[config.mk]
export PLATFORM = sky130hd
export DESIGN_NAME = led_scan_sequencer
export DESIGN_NICKNAME = d
export VERILOG_FILES = /design/src/rtl/led_scan_sequencer_pkg.sv /design/src/rtl/led_scan_sequencer_tick_gen.sv /design/src/rtl/led_scan_sequencer.sv
export SDC_FILE = /design/constraint.sdc
export NUM_CORES = 1
export LEC_CHECK = 0
export CORE_MARGIN = 2
export CORE_UTILIZATION = 56
export CTS_CLUSTER_SIZE = 20
export DETAILED_ROUTE_END_ITERATION = 8
export DONT_BUFFER_PORTS = 1
export PLACE_DENSITY = 0.81
export SLEW_MARGIN = 20
export SYNTH_ARGS = -nofsm -noshare
export SYNTH_HDL_FRONTEND = slang
export SYNTH_SLANG_ARGS = --single-unit
[constraint.sdc]
create_clock -name clk -period 2.8 [get_ports clk]
set_input_delay 0.56 -clock clk [delete_from_list [all_inputs] [get_ports clk]]
set_output_delay 0.56 -clock clk [all_outputs]
set_load 0.01 [all_outputs]
[src/rtl/led_scan_sequencer_pkg.sv]
// Shared types and sizes for the 8-digit 7-segment scan controller.
package led_scan_pkg;
  localparam int WORD_W   = 16;
  localparam int N_DIGITS = 8;
  localparam int SEG_W    = 8;
  localparam int LEVELS   = 4;
  localparam int DIG_W    = $clog2(N_DIGITS);
  localparam int SUB_W    = $clog2(LEVELS);
  localparam int BIT_W    = $clog2(WORD_W);

  typedef logic [SEG_W-1:0] seg_t;

  typedef enum logic [2:0] {
    IDLE   = 3'd0,
    LOAD   = 3'd1,
    SH_LO  = 3'd2,
    SH_HI  = 3'd3,
    LAT_HI = 3'd4,
    LAT_LO = 3'd5
  } scan_state_t;
endpackage

[src/rtl/led_scan_sequencer_tick_gen.sv]
// Free-running prescaler: one-clk tick every CLK_DIV system clocks.
module scan_tick_gen #(
  parameter int CLK_DIV = 100
) (
  input  logic clk,
  input  logic rst_n,
  output logic tick
);
  localparam int CW = (CLK_DIV > 1) ? $clog2(CLK_DIV) : 1;

  logic [CW-1:0] cnt;

  always_ff @(posedge clk or negedge rst_n) begin
    if (!rst_n) begin
      cnt <= '0;
    end else if (cnt == CW'(CLK_DIV - 1)) begin
      cnt <= '0;
    end else begin
      cnt <= cnt + CW'(1);
    end
  end

  assign tick = (cnt == CW'(CLK_DIV - 1));
endmodule

[src/rtl/led_scan_sequencer.sv]
// Scan controller for the 8-digit 7-segment Pmod: double-buffered segment
// store, 16-bit serial word per digit, brightness by sub-frame masking.
module led_scan_sequencer
  import led_scan_pkg::*;
#(
  parameter int CLK_DIV = 100
) (
  input  logic        clk,
  input  logic        rst_n,
  input  logic        enable,
  input  logic [1:0]  bright,
  input  logic        wr_en,
  input  logic [2:0]  wr_addr,
  input  logic [7:0]  wr_data,
  input  logic        commit,
  output logic        commit_pend,
  output logic        frame_done,
  output logic        busy,
  output logic        sclk,
  output logic        rclk,
  output logic        _srclr,
  output logic        serial_data,
  output scan_state_t dbg_state
);
  // Host side: wr_en and commit are taken on any clk, in any state, with no
  // backpressure; commit only arms a copy that is applied at the frame end.

  scan_state_t       state;
  seg_t              back  [N_DIGITS];
  seg_t              front [N_DIGITS];
  logic [DIG_W-1:0]  digit;
  logic [SUB_W-1:0]  sub;
  logic [SUB_W-1:0]  bright_q;
  logic [SUB_W-1:0]  bright_now;
  logic [WORD_W-1:0] word;
  logic [WORD_W-1:0] load_word;
  logic [BIT_W-1:0]  bit_idx;
  logic [N_DIGITS-1:0] sel;
  seg_t              seg;
  logic              srclr_q;
  logic              tick;
  logic              frame_end;
  logic              last_digit;
  logic              last_sub;

  scan_tick_gen #(.CLK_DIV(CLK_DIV)) u_tick (
    .clk   (clk),
    .rst_n (rst_n),
    .tick  (tick)
  );

  assign last_digit = (digit == DIG_W'(N_DIGITS - 1));
  assign last_sub   = (sub == SUB_W'(LEVELS - 1));
  assign frame_end  = tick && (state == LAT_LO) && last_digit && last_sub;

  // The brightness used for the first word of a frame is the freshly sampled one.
  always_comb begin
    bright_now = bright_q;
    if (digit == '0 && sub == '0) bright_now = bright;
    sel       = N_DIGITS'(1) << digit;
    seg       = (sub < bright_now) ? front[digit] : '0;
    load_word = {sel, seg};
  end

  always_ff @(posedge clk or negedge rst_n) begin
    if (!rst_n) begin
      for (int i = 0; i < N_DIGITS; i++) begin
        back[i]  <= '0;
        front[i] <= '0;
      end
      commit_pend <= 1'b0;
    end else begin
      // Swap reads back before this clk's write lands, so front gets the old value.
      if (frame_end && commit_pend) begin
        for (int i = 0; i < N_DIGITS; i++) front[i] <= back[i];
        commit_pend <= 1'b0;
      end
      if (commit) commit_pend <= 1'b1;
      if (wr_en) back[wr_addr] <= wr_data;
    end
  end

  always_ff @(posedge clk or negedge rst_n) begin
    if (!rst_n) begin
      state       <= IDLE;
      digit       <= '0;
      sub         <= '0;
      bright_q    <= '0;
      word        <= '0;
      bit_idx     <= '0;
      sclk        <= 1'b0;
      rclk        <= 1'b0;
      serial_data <= 1'b0;
      frame_done  <= 1'b0;
      srclr_q     <= 1'b0;
    end else begin
      srclr_q    <= 1'b1;
      frame_done <= frame_end;
      if (tick) begin
        case (state)
          IDLE: begin
            if (enable) state <= LOAD;
          end
          LOAD: begin
            if (digit == '0 && sub == '0) bright_q <= bright;
            word    <= load_word;
            bit_idx <= BIT_W'(WORD_W - 1);
            state   <= SH_LO;
          end
          SH_LO: begin
            serial_data <= word[bit_idx];
            sclk        <= 1'b0;
            state       <= SH_HI;
          end
          SH_HI: begin
            sclk <= 1'b1;
            if (bit_idx == '0) begin
              state <= LAT_HI;
            end else begin
              bit_idx <= bit_idx - BIT_W'(1);
              state   <= SH_LO;
            end
          end
          LAT_HI: begin
            sclk  <= 1'b0;
            rclk  <= 1'b1;
            state <= LAT_LO;
          end
          LAT_LO: begin
            rclk        <= 1'b0;
            serial_data <= 1'b0;
            if (last_digit) begin
              digit <= '0;
              sub   <= last_sub ? '0 : sub + SUB_W'(1);
            end else begin
              digit <= digit + DIG_W'(1);
            end
            state <= enable ? LOAD : IDLE;
          end
          default: state <= IDLE;
        endcase
      end
    end
  end

  assign _srclr    = srclr_q;
  assign busy      = (state != IDLE);
  assign dbg_state = state;
endmodule

Word-level counts from Yosys, hierarchy flattened --
Cells that the tools add are included.
Word-level totals: register bits 171
Operators by class: shift-type cells 1, reduce and logical (&&, ||, !) cells 25, $lt $le $gt $ge 5, $add $sub $neg 4, mux-type cells 24, bitwise logic cells 2, equality and inequality tests 10
Operator list (count):
- bitwise mux 64 bit | 1
- 2-to-1 mux 8 bit | 4
- binary-select mux 8 bit (select 3 bit) | 1
- demux 8 bit (select 3 bit) | 1
- case mux 3 bit (6 select lines) | 1
- AND reduction 2 bit | 6
- nonzero test 2 bit | 5
- == test 3 bit, second input constant | 3
- 2-to-1 mux 3 bit | 3
- greater-or-equal comparator 4 bit, second input constant | 2
- NOT 3 -> 4 bit | 2
- case mux 4 bit (2 select lines) | 1
- left shift 1 x 3 -> 8 bit, first input constant | 1
- adder 7 x 1 -> 7 bit, second input constant | 1
- == test 7 bit, second input constant | 1
- 2-to-1 mux 7 bit | 1
- == test 3 x 2 -> 1 bit, second input constant | 2
- logical AND 1 bit | 6
- zero test 3 bit | 2
- case mux 1 bit (2 select lines) | 3
- AND reduction 3 bit | 2
- < comparator 4 x 5 -> 1 bit, second input constant | 1
- binary-select mux 1 bit (select 4 bit) | 1
- zero test 4 bit | 1
- 14 further kinds | 19

Depth between registers and ports, before layout --
Gate-level depths: netlist of the first run.
word-level depth 7, depth in mapped cells 10

By module --
Synthesis of the first run repeated with hierarchy kept, for this count alone.
Unflattened totals: cells, all modules 505, area, all modules 7395.8 µm²
Modules (own cells, without submodules):
- led_scan_sequencer | area each 7050.5 µm², times used 1, cells each 476
- scan_tick_gen | area each 345.3 µm², times used 1, cells each 29

Worst setup path after synthesis of the first run --
No wires, ideal clock.
path kind reg-to-reg, start register digit[1], end register word[0], required time 2.717 ns, stages on the path, launching flop included 11, setup time 0.083 ns, clock period less this slack 2.524 ns, setup slack 0.276 ns, arrival time 2.441 ns, cells stage by stage dfrtp_1 clkbuf_1 buf_2 inv_1 ha_1 nand3b_1 mux2i_1 ha_1 a21o_1 a211o_1 o21ai_0
Between the ends: word-level cells in the longest chain between the ends 5, elaborated cells between the ends (all ways) 9, those cells by class order compare: 1; mux: 5; bitwise: 1; reduce/logical: 2
RTL lines:
- start: declaration | RTL line led_scan_sequencer.sv:31 | logic [DIG_W-1:0] digit;
- start signal: assignment | RTL line led_scan_sequencer.sv:136 | digit <= digit + DIG_W'(1);
- NOT 3 -> 4 bit (not written as such) / zero test 3 bit (equally long branches) | RTL line led_scan_sequencer.sv:61, led_scan_sequencer.sv:59
- binary-select mux 8 bit (select 3 bit) / logical AND 1 bit (equally long branches) | RTL line led_scan_sequencer.sv:61, led_scan_sequencer.sv:59
- 2-to-1 mux 8 bit (not written as such) / 2-to-1 mux 2 bit (equally long branches)
- 2-to-1 mux 8 bit (not written as such) / < comparator 2 bit (equally long branches) | RTL line led_scan_sequencer.sv:61 | seg = (sub < bright_now) ? front[digit] : '0;
- 2-to-1 mux 8 bit (*) | RTL line led_scan_sequencer.sv:61
- end signal: assignment | RTL line led_scan_sequencer.sv:106 | word <= load_word;
- end: declaration | RTL line led_scan_sequencer.sv:35 | logic [WORD_W-1:0] word;
Mark *: on every way between the ends. The rest lies on a longest branch, timed or not. The select of a mux whose other input is x is not followed. A chain may end at the register's enable or synchronous reset.

Final worst setup path of the first run --
start register u_tick.cnt[0], end register front[3] (netlist bit)
Between the ends: word-level cells in the longest chain between the ends 5
RTL lines:
- start: declaration | RTL line led_scan_sequencer_tick_gen.sv:11 | logic [CW-1:0] cnt;
- start signal: assignment | RTL line led_scan_sequencer_tick_gen.sv:19 | cnt <= cnt + CW'(1);
- == test 7 bit | RTL line led_scan_sequencer_tick_gen.sv:23 | assign tick = (cnt == CW'(CLK_DIV - 1));
- logical AND 1 bit (3 in a row) | RTL line led_scan_sequencer.sv:54 | assign frame_end = tick && (state == LAT_LO) && last_digit && last_sub;
- logical AND 1 bit | RTL line led_scan_sequencer.sv:74 | if (frame_end && commit_pend) begin
- end signal: indexed assignment | RTL line led_scan_sequencer.sv:69 | front[i] <= '0;
- end: declaration | RTL line led_scan_sequencer.sv:30 | seg_t front [N_DIGITS];
No other way between the ends.

==> results.py, run 1 <==
metrics = {
    "clock_tree": {
        "h-tree-depth": 4,
        "insertion_delay_ns": 0.43,
        "root_buffer": "clkbuf_16",
        "cts.sinks": 171,
        "cts_buffers": 17,
        "tritoncts": "built",
        "clkTransAtPathRegs_ns": 0.07,
        "clockBufferDepth": 2,
    },
    "routing": {
        "viasPerCell": 5.78,
        "initialDrtViolationCount": 385,
        "dr_total_vias": 4133,
        "ant_nets": 0,
        "routedWlPerCell_um": 19.4,
        "drc": 0,
        "routed_wl_um": 13900,
        "dr.pass1.iters": 4,
    },
    "layout": {
        "syn2layout_area_growth_pct": 10.3,
        "post-route-util_pct": 62.7,
        "drive_gt1_share_pct": 26.2,
        "final_cell_area_sq_mm": 0.00823,
        "multi_input_comb_area_sq_mm": 0.00300,
        "layout.nets": 556,
        "regArea_sq_mm": 0.00428,
        "diodes": 0,
        "fillers": 955,
    },
    "setup_path": {
        "start_kind": "flop",
        "critical_path_class": "flop to flop",
        "critical_path_required_ns": 3.10,
        "cp_max_fo": 64,
        "cp.arrival_ns": 2.61,
        "endpoint_kind": "flop",
    },
    "power": {
        "peakVddDrop_uv": 536,
        "leakagePower_nw": 3.84,
        "powerDensity_mw_per_mm2": 659,
    },
    "logic_synthesis": {
        "postSynthAreaPerCell_sq_um": 14.3,
        "yosys.area.top_type": "dfrtp_1",
        "synth_area_leaders": "dfrtp_1 (57%), mux2_2 (11%), mux2_1 (9.0%)",
        "synth_edf_count": 0,
        "seq_area_frac_synth_pct": 57.3,
        "synth_common_cells": "dfrtp_1 (171), mux2_2 (72), mux2_1 (60), nand2_1 (36), o21ai_0 (24)",
        "syn_inst": 522,
        "synth.distinct_cells": 51,
        "syn_nets": 551,
        "yosysTopAreaCellShare_pct": 57.3,
        "synthArstFlopShare_pct": 100,
        "ys_seq_elements": 171,
        "yosysMostFrequentCell": "dfrtp_1",
        "yosys_warnings": 0,
        "netlist_area_sq_mm": 0.00747,
        "ys.flop_type": "dfrtp_1",
    },
    "sta": {
        "max_freq_mhz": 432,
        "finalCriticalPeriod_ns": 2.31,
        "rsz0062_at_grt": "false",
        "finClkSkew_ns": 0.0159,
        "setup_slack_ns": 0.487,
        "setup_violations": 0,
        "tightest_slew_ns": 0.749,
        "finalHoldViolations": 171,
        "drv_slew": 0,
        "tns_ns": 0,
        "fin_crit_sh_pct": 82.6,
        "timing.hold.ws_ns": -0.164,
        "max-slew-margin-rel_pct": 49.8,
    },
    "place": {
        "place_area_sq_mm": 0.00763,
        "dp_hpwl_um": 8580,
        "place_congestion": 0.828,
        "preCtsSetupSlack_ns": 0.511,
        "numPortBuffers": 0,
    },
    "run_status": {
        "outcome": "finished, violations left",
        "violations": "hold timing",
    },
    "global_route": {
        "grt_pass1_wl_um": 23700,
        "grt_max_degree": 172,
        "grt.overflow.total": 0,
        "grt_pass1_vias": 4541,
        "antenna_found_initial": 0,
        "grt_usage_pct": 21.7,
    },
    "floorplanning": {
        "die_h_um": 119,
        "initial_core_util_pct": 56.8,
        "rows": 42,
        "core_area_sq_mm": 0.0131,
        "die-area_sq_mm": 0.0143,
        "top_level_ports": 28,
        "die_w_um": 119,
    },
    "hold_path": {
        "hold_class": "input port to asynchronous set/reset pin",
    },
    "flow_run": {
        "maxCapViolCount": 0,
    },
}
[cell usage in the layout, fill, tap and decap left out, drive strengths merged, types with 2 or more instances in the layout]
cell and instances:
dfrtp 171, mux2 132, nand2 36, o21ai 24
inv 21, mux4 18, clkbuf 17, mux2i 15
ha 11, nor2 10, buf 10, a21oi 7
nor3 6, nand2b 5, nor3b 5, nand3 4
nor2b 4, nand4 4, a22oi 3, nand4b 3
nand3b 2, nand4bb 2, xor2 2, o2bb2ai 2
a21o 2, a2bb2oi 2, bufinv 2, nor4 2
[final timing paths]
check                         startpoint       endpoint  slack [ns]  cells past startpoint
setup / recovery           u_tick.cnt[0]       front[3]        0.49                      6
hold / removal                     rst_n         sub[1]       -0.16                      0
setup reg to reg           u_tick.cnt[0]       front[3]        0.49                      6
hold reg to reg            u_tick.cnt[0]  u_tick.cnt[0]        0.45                      1
max in group asynchronous          rst_n        word[3]        2.65                      0
min in group clk                  commit    commit_pend        0.25                      1
[sequential cells by signal (all words and copies together) (netlist names)]
name and count:
frame_done 1, commit_pend 1, rclk 1, u_tick.cnt 7, dbg_state 3, bright_q 2, back 64, front 64
_srclr 1, word 16, serial_data 1, sclk 1, bit_idx 4, digit 3, sub 2
[power by group]
group | internal, W | total [W] | switching (W)
clock | 0.00136 | 0.00242 | 0.00106
sequential | 0.00267 | 0.00277 | 0.000100
combinational | 0.000161 | 0.000232 | 0.0000705
[routing by layer]
layer	global-route usage (%)	up-vias	wire, um
li1	-	1902	-
met1	28.6	2171	6250
met2	36.2	53	7120
met3	5.08	7	409
met4	6.10	0	114
met5	0	-	0
[logic make-up after synthesis]
family / synth area share [%]
other: 0.0502
flip-flops: 57.3
AND/OR/NAND/NOR: 6.67
AO/OA/AOI/OAI: 3.97
XOR/XNOR: 0.352
multiplexers: 27.3
buffers and inverters: 2.48
adder cells (fa/ha/maj): 1.84
[stage by stage]
step / hold slack (ns) / instances / total power, W
after detailed placement: 0.269 / 684 / 0.00305
after global routing: -0.187 / 715 / 0.00561
final: -0.164 / 715 / 0.00542
after CTS: -0.191 / 715 / 0.00547
after global placement: 0.270 / 684 / 0.00301
after floorplan: 0.264 / 522 / 0.00299
[final cells by class]
cell class                 count  share of cell area (%)
multi-input combinational    316                    36.5
clock buffer                  17                    5.17
inverter                      11                   0.501
timing repair buffer          10                    1.06
tap                          176                    2.67
sequential                   171                    52.0
clock inverter                14                    2.14
[worst max-delay path, cell delays in order (launching register included)]
cell      delay, ns
dfrtp_1        0.36
ha_1           0.25
and4bb_2       0.29
nand4_2        0.31
nor2_4         0.23
buf_12         0.32
mux2_1         0.38
[repair_timing]
action,CTS,global route
gates resized for setup,0,0
endpoints found under the hold margin,171,171
setup buffers,0,0
No activity file was read; power rests on OpenSTA's default activity.
==> run 2: changes to the inputs <==
==> constraint.sdc (replaced) <==
create_clock -name clk -period 2.2 [get_ports clk]
set_input_delay 0.44 -clock clk [delete_from_list [all_inputs] [get_ports clk]]
set_output_delay 0.44 -clock clk [all_outputs]
set_load 0.01 [all_outputs]
==> run 2 against run 1 <==
Compared with the run above:
- non-clock buffer count increased by 14
- critical path depth increased by 2
- the run still ends with hold timing left
- design area increased by 1.4%
- critical endpoint is now word[2]
- largest power group unchanged
- wire length increased by 1.8%
==> results.py, run 2 (synthesis gave the netlist of run 1 again) <==
metrics = {
    "sta": {
        "setup_slack_ns": 0.112,
        "timing.hold.ws_ns": -0.292,
        "finalHoldViolations": 171,
        "tns_ns": 0,
        "tightest_slew_ns": 0.655,
        "finClkSkew_ns": 0.00749,
        "finalCriticalPeriod_ns": 2.09,
        "setup_violations": 0,
        "fin_crit_sh_pct": 94.9,
        "drv_slew": 0,
        "max_freq_mhz": 479,
        "max-slew-margin-rel_pct": 55.9,
    },
    "floorplanning": {
        "rows": 42,
        "core_area_sq_mm": 0.0131,
        "die_w_um": 119,
        "die_h_um": 119,
        "initial_core_util_pct": 56.8,
        "die-area_sq_mm": 0.0143,
        "top_level_ports": 28,
    },
    "layout": {
        "post-route-util_pct": 63.6,
        "drive_gt1_share_pct": 28.7,
        "layout.nets": 570,
        "final_common_cell": "dfrtp_1",
        "reg_top3": "back x64, front x64, word x16",
        "syn2layout_area_growth_pct": 11.8,
        "diodes": 0,
        "final_cell_mix": "dfrtp_1 (171), mux2_2 (72), mux2_1 (60)",
    },
    "global_route": {
        "grt_pass1_vias": 4621,
        "antenna_found_initial": 0,
        "grt_usage_pct": 21.9,
        "grt_pass1_wl_um": 23800,
        "grt_max_degree": 172,
        "grt.overflow.total": 0,
    },
    "run_status": {
        "violations": "hold timing",
        "outcome": "finished, violations left",
    },
    "setup_path": {
        "cp_max_fo": 8,
        "crit_family": "compound AO/OA/AOI/OAI gates",
        "start_kind": "flop",
        "critical_path_class": "flop to flop",
        "crit_chain": "inv_1 > ha_1 > nand3b_1 > mux2i_1 > ha_1 > a21o_1 > a211o_2 > o21ai_1",
        "path_buf_inv": 1,
        "cp_common_cell": "ha_1",
        "cp.arrival_ns": 2.44,
        "endpoint_kind": "flop",
        "cpMaxStageDelayCell": "dfrtp_1",
        "critical_path_required_ns": 2.55,
        "slowest_delay_ns": 0.39,
    },
    "clock_tree": {
        "root_buffer": "clkbuf_16",
        "h-tree-depth": 4,
        "clockBufferDepth": 2,
        "cts_buffers": 17,
        "insertion_delay_ns": 0.43,
        "clkTransAtPathRegs_ns": 0.06,
        "tritoncts": "built",
        "cts.sinks": 171,
    },
    "place": {
        "place_congestion": 0.759,
        "dp_hpwl_um": 8970,
        "numPortBuffers": 0,
        "preCtsSetupSlack_ns": 0.0582,
    },
    "routing": {
        "drc": 0,
        "dr.pass1.iters": 4,
        "ant_nets": 0,
        "initialDrtViolationCount": 201,
        "viasPerCell": 5.80,
        "routed_wl_um": 14100,
        "dr_total_vias": 4235,
        "routedWlPerCell_um": 19.4,
    },
    "power": {
        "powerDensity_mw_per_mm2": 801,
        "power.total_w": 0.00669,
        "leakagePower_nw": 3.90,
        "peakVddDrop_uv": 1000,
    },
    "hold_path": {
        "hold_class": "input port to asynchronous set/reset pin",
    },
    "flow_run": {
        "maxCapViolCount": 0,
    },
}
## run 2: changes by cell type in the layout (fill, tap and decap cells not counted), moves of 3 or more
cell,delta
inv_6,-3
clkinv_2,+3
o21ai_0,-8
buf_4,+12
o21ai_1,+8
inv_8,-5
clkinvlp_4,+3
## run 2: final cells by class
| class | count | area (sq um) |
|---|---|---|
| Clock buffer | 19 | 453 |
| Clock inverter | 13 | 119 |
| Fill cell | 984 | 4790 |
| Inverter | 11 | 43.8 |
| Multi-Input combinational cell | 316 | 3020 |
| Sequential cell | 171 | 4280 |
| Tap cell | 176 | 220 |
| Timing Repair Buffer | 24 | 218 |
## run 2: worst reg2reg max path: stages (launching register included)
cell	delay (ns)
dfrtp_1	0.39
inv_1	0.07
ha_1	0.19
nand3b_1	0.15
mux2i_1	0.26
ha_1	0.28
a21o_1	0.18
a211o_2	0.35
o21ai_1	0.15
## run 2: stage by stage
| step | instances | cell area [sq um] | hold slack (ns) |
|---|---|---|---|
| finish | 730 | 8350 | -0.292 |
| floorplan | 522 | 7510 | 0.144 |
| CTS | 728 | 8330 | -0.311 |
| global placement | 696 | 7760 | 0.148 |
| detailed placement | 696 | 7760 | 0.148 |
| global route | 730 | 8350 | -0.313 |
## run 2: power breakdown
group | switching (W) | internal [W] | total (W)
logic | 0.0000877 | 0.000207 | 0.000295
registers | 0.000130 | 0.00341 | 0.00353
clock network | 0.00124 | 0.00162 | 0.00286
## run 2: final timing paths
check | from | end | slack (ns) | depth (start not counted)
setup / recovery | sub[0] | word[2] | 0.11 | 8
hold / removal | rst_n | _srclr | -0.29 | 0
setup reg to reg | sub[0] | word[2] | 0.11 | 8
hold reg to reg | u_tick.cnt[0] | u_tick.cnt[0] | 0.46 | 1
max in group asynchronous | rst_n | dbg_state[2] | 2.16 | 0
min in group clk | commit | commit_pend | 0.12 | 1
## run 2: per-layer routing
layer	share of wire (%)	global-route usage [%]
met4	0.76	6.40
met2	53	37.3
met5	0	0
met1	43	27.8
met3	3.4	5.46
## run 2: repair_timing
| action | CTS | global route |
|---|---|---|
| endpoints found under the setup margin | 0 | 8 |
| gates resized for setup | 0 | 1 |
| endpoints found under the hold margin | 171 | 171 |
| buffers inserted | 0 | 2 |
==> run 3: changes to the inputs <==
--- a/config.mk
+++ b/config.mk
@@ -5,12 +5,13 @@
 export SDC_FILE = /design/constraint.sdc
 export NUM_CORES = 1
 export LEC_CHECK = 0
-export CORE_MARGIN = 2
-export CORE_UTILIZATION = 56
+export CORE_MARGIN = 8
+export CORE_UTILIZATION = 60
 export CTS_CLUSTER_SIZE = 20
 export DETAILED_ROUTE_END_ITERATION = 8
 export DONT_BUFFER_PORTS = 1
-export PLACE_DENSITY = 0.81
+export GPL_ROUTABILITY_DRIVEN = 1
+export PLACE_DENSITY = 0.86
 export SLEW_MARGIN = 20
 export SYNTH_ARGS = -nofsm -noshare
 export SYNTH_HDL_FRONTEND = slang
==> run 3 against run 2 <==
Compared with the run above:
- critical endpoint is now word[7]
- cell count fell by 0.82%
- design area up 0.63%
- critical path type unchanged
- largest cell class unchanged
- clock power up 11%
- die area rose by 14%
- the flow still finishes with violations (hold timing)
==> results.py, run 3 (synthesis gave the netlist of run 1 again) <==
metrics = {
    "power": {
        "leakagePower_nw": 3.94,
        "powerDensity_mw_per_mm2": 834,
        "peakVddDrop_uv": 563,
    },
    "floorplanning": {
        "top_level_ports": 28,
        "die-area_sq_mm": 0.0163,
        "rows": 40,
        "die_w_um": 128,
        "core_area_sq_mm": 0.0121,
        "die_h_um": 128,
        "initial_core_util_pct": 61.9,
    },
    "run_status": {
        "violations": "hold timing",
        "outcome": "finished, violations left",
    },
    "sta": {
        "rsz0062_at_grt": "false",
        "tns_ns": 0,
        "fin_crit_sh_pct": 94.5,
        "finalCriticalPeriod_ns": 2.08,
        "tightest_slew_ns": 0.636,
        "drv_slew": 0,
        "finClkSkew_ns": 0.0117,
        "finalHoldViolations": 171,
        "timing.hold.ws_ns": -0.288,
        "setup_violations": 0,
        "max_freq_mhz": 481,
        "max-slew-margin-rel_pct": 57.2,
    },
    "clock_tree": {
        "root_buffer": "clkbuf_16",
        "h-tree-depth": 4,
        "cts.sinks": 171,
        "insertion_delay_ns": 0.43,
        "clkTransAtPathRegs_ns": 0.06,
        "cts_buffers": 17,
        "clockBufferDepth": 2,
        "tritoncts": "built",
    },
    "global_route": {
        "grt.overflow.total": 0,
        "grt_usage_pct": 19.2,
        "grt_pass1_vias": 4621,
        "grt_pass1_wl_um": 24000,
        "antenna_found_initial": 0,
        "grt_max_degree": 172,
    },
    "routing": {
        "routed_wl_um": 14300,
        "drc": 0,
        "dr.pass1.iters": 4,
        "viasPerCell": 5.93,
        "dr_total_vias": 4291,
        "initialDrtViolationCount": 213,
        "routedWlPerCell_um": 19.8,
        "ant_nets": 0,
    },
    "layout": {
        "final_cell_mix": "dfrtp_1 (170), mux2_2 (72), mux2_1 (60)",
        "diodes": 0,
        "layout.nets": 572,
        "post-route-util_pct": 69.7,
        "reg_top3": "back x64, front x64, word x16",
        "fillers": 774,
        "drive_gt1_share_pct": 28.2,
        "final_common_cell": "dfrtp_1",
        "syn2layout_area_growth_pct": 12.5,
    },
    "setup_path": {
        "critical_path_required_ns": 2.55,
        "rrSetupSlack_ns": 0.12,
        "r2r_start": "digit[1]",
        "cp.arrival_ns": 2.42,
        "r2r-end": "word[7]",
        "critical_path_class": "flop to flop",
        "reg2reg_depth": 8,
        "start_kind": "flop",
        "cp-startpoint": "digit[1]",
        "cp_max_fo": 8,
        "critPathCapture": "word[7]",
        "endpoint_kind": "flop",
    },
    "flow_run": {
        "maxCapViolCount": 0,
    },
    "place": {
        "dp_hpwl_um": 9130,
        "place_congestion": 0.804,
        "numPortBuffers": 0,
    },
    "hold_path": {
        "hold_class": "input port to asynchronous set/reset pin",
    },
}
==> run 3: cell count changes in the layout (fill, tap and decap cells not counted), moves of 2 or more <==
| cell | delta |
|---|---|
| clkinv_4 | -3 |
| clkinvlp_4 | -4 |
| inv_6 | -2 |
| bufinv_16 | +4 |
| clkbuf_1 | +6 |
| buf_4 | +3 |
==> run 3: power by group <==
part | switching, W | total (W) | internal (W)
clock network | 0.00113 | 0.00317 | 0.00204
registers | 0.000133 | 0.00354 | 0.00341
logic | 0.0000896 | 0.000297 | 0.000208
total | 0.00135 | 0.00701 | 0.00565
==> run 3: metal layers <==
metal / up-vias / share of wire [%] / GRT usage [%]
li1: 1930 / - / -
met1: 2274 / 43 / 23.2
met2: 63 / 51 / 31.9
met3: 24 / 4.0 / 5.07
met4: 0 / 2.0 / 8.75
met5: - / 0 / 0
==> run 3: cell type report <==
type                       instances  area, sq um  share of cell area, %
sequential                       171         4280                   50.9
multi-input combinational        316         3020                   36.0
clock buffer                      24          462                   5.49
timing repair buffer              26          220                   2.62
tap                              168          210                   2.50
clock inverter                     8          165                   1.97
inverter                          11         43.8                  0.521
==> run 3: worst min path at each step <==
| stage | startpoint | to | slack, ns | cells past startpoint |
|---|---|---|---|---|
| 2_1_floorplan | rst_n | _srclr | 0.14 | 0 |
| 3_3_place_gp | rst_n | u_tick.cnt[4] | 0.15 | 0 |
| 3_5_place_dp | rst_n | rclk | 0.15 | 0 |
| 4_1_cts | rst_n | word[10] | -0.30 | 0 |
| 5_1_grt | rst_n | u_tick.cnt[2] | -0.31 | 0 |
| 6_report | rst_n | u_tick.cnt[4] | -0.29 | 0 |
==> run 3: what timing repair did <==
| item | 4_1_cts | 5_1_grt |
|---|---|---|
| setup buffers | 0 | 3 |
| hold endpoints to repair | 171 | 171 |
| gates resized for setup | 0 | 3 |
| setup endpoints to repair | 0 | 8 |
==> run 3: through the flow <==
stage          instance area (sq um)  setup slack, ns  cells  power [W]
2_1_floorplan                   7510          0.00659    522    0.00380
3_5_place_dp                    7750           0.0355    689    0.00389
6_report                        8400            0.120    724    0.00701
4_1_cts                         8370           0.0110    721    0.00706
5_1_grt                         8400           0.0125    724    0.00723
3_3_place_gp                    7750            0.213    689    0.00384
==> run 3: worst max-delay path: stages (launching register included) <==
cell and delay [ns]:
dfrtp_1 0.39, inv_1 0.10, ha_4 0.17, nand3b_1 0.12, mux2i_1 0.23, ha_1 0.28, a21o_1 0.19, a211o_2 0.35
o21ai_1 0.16
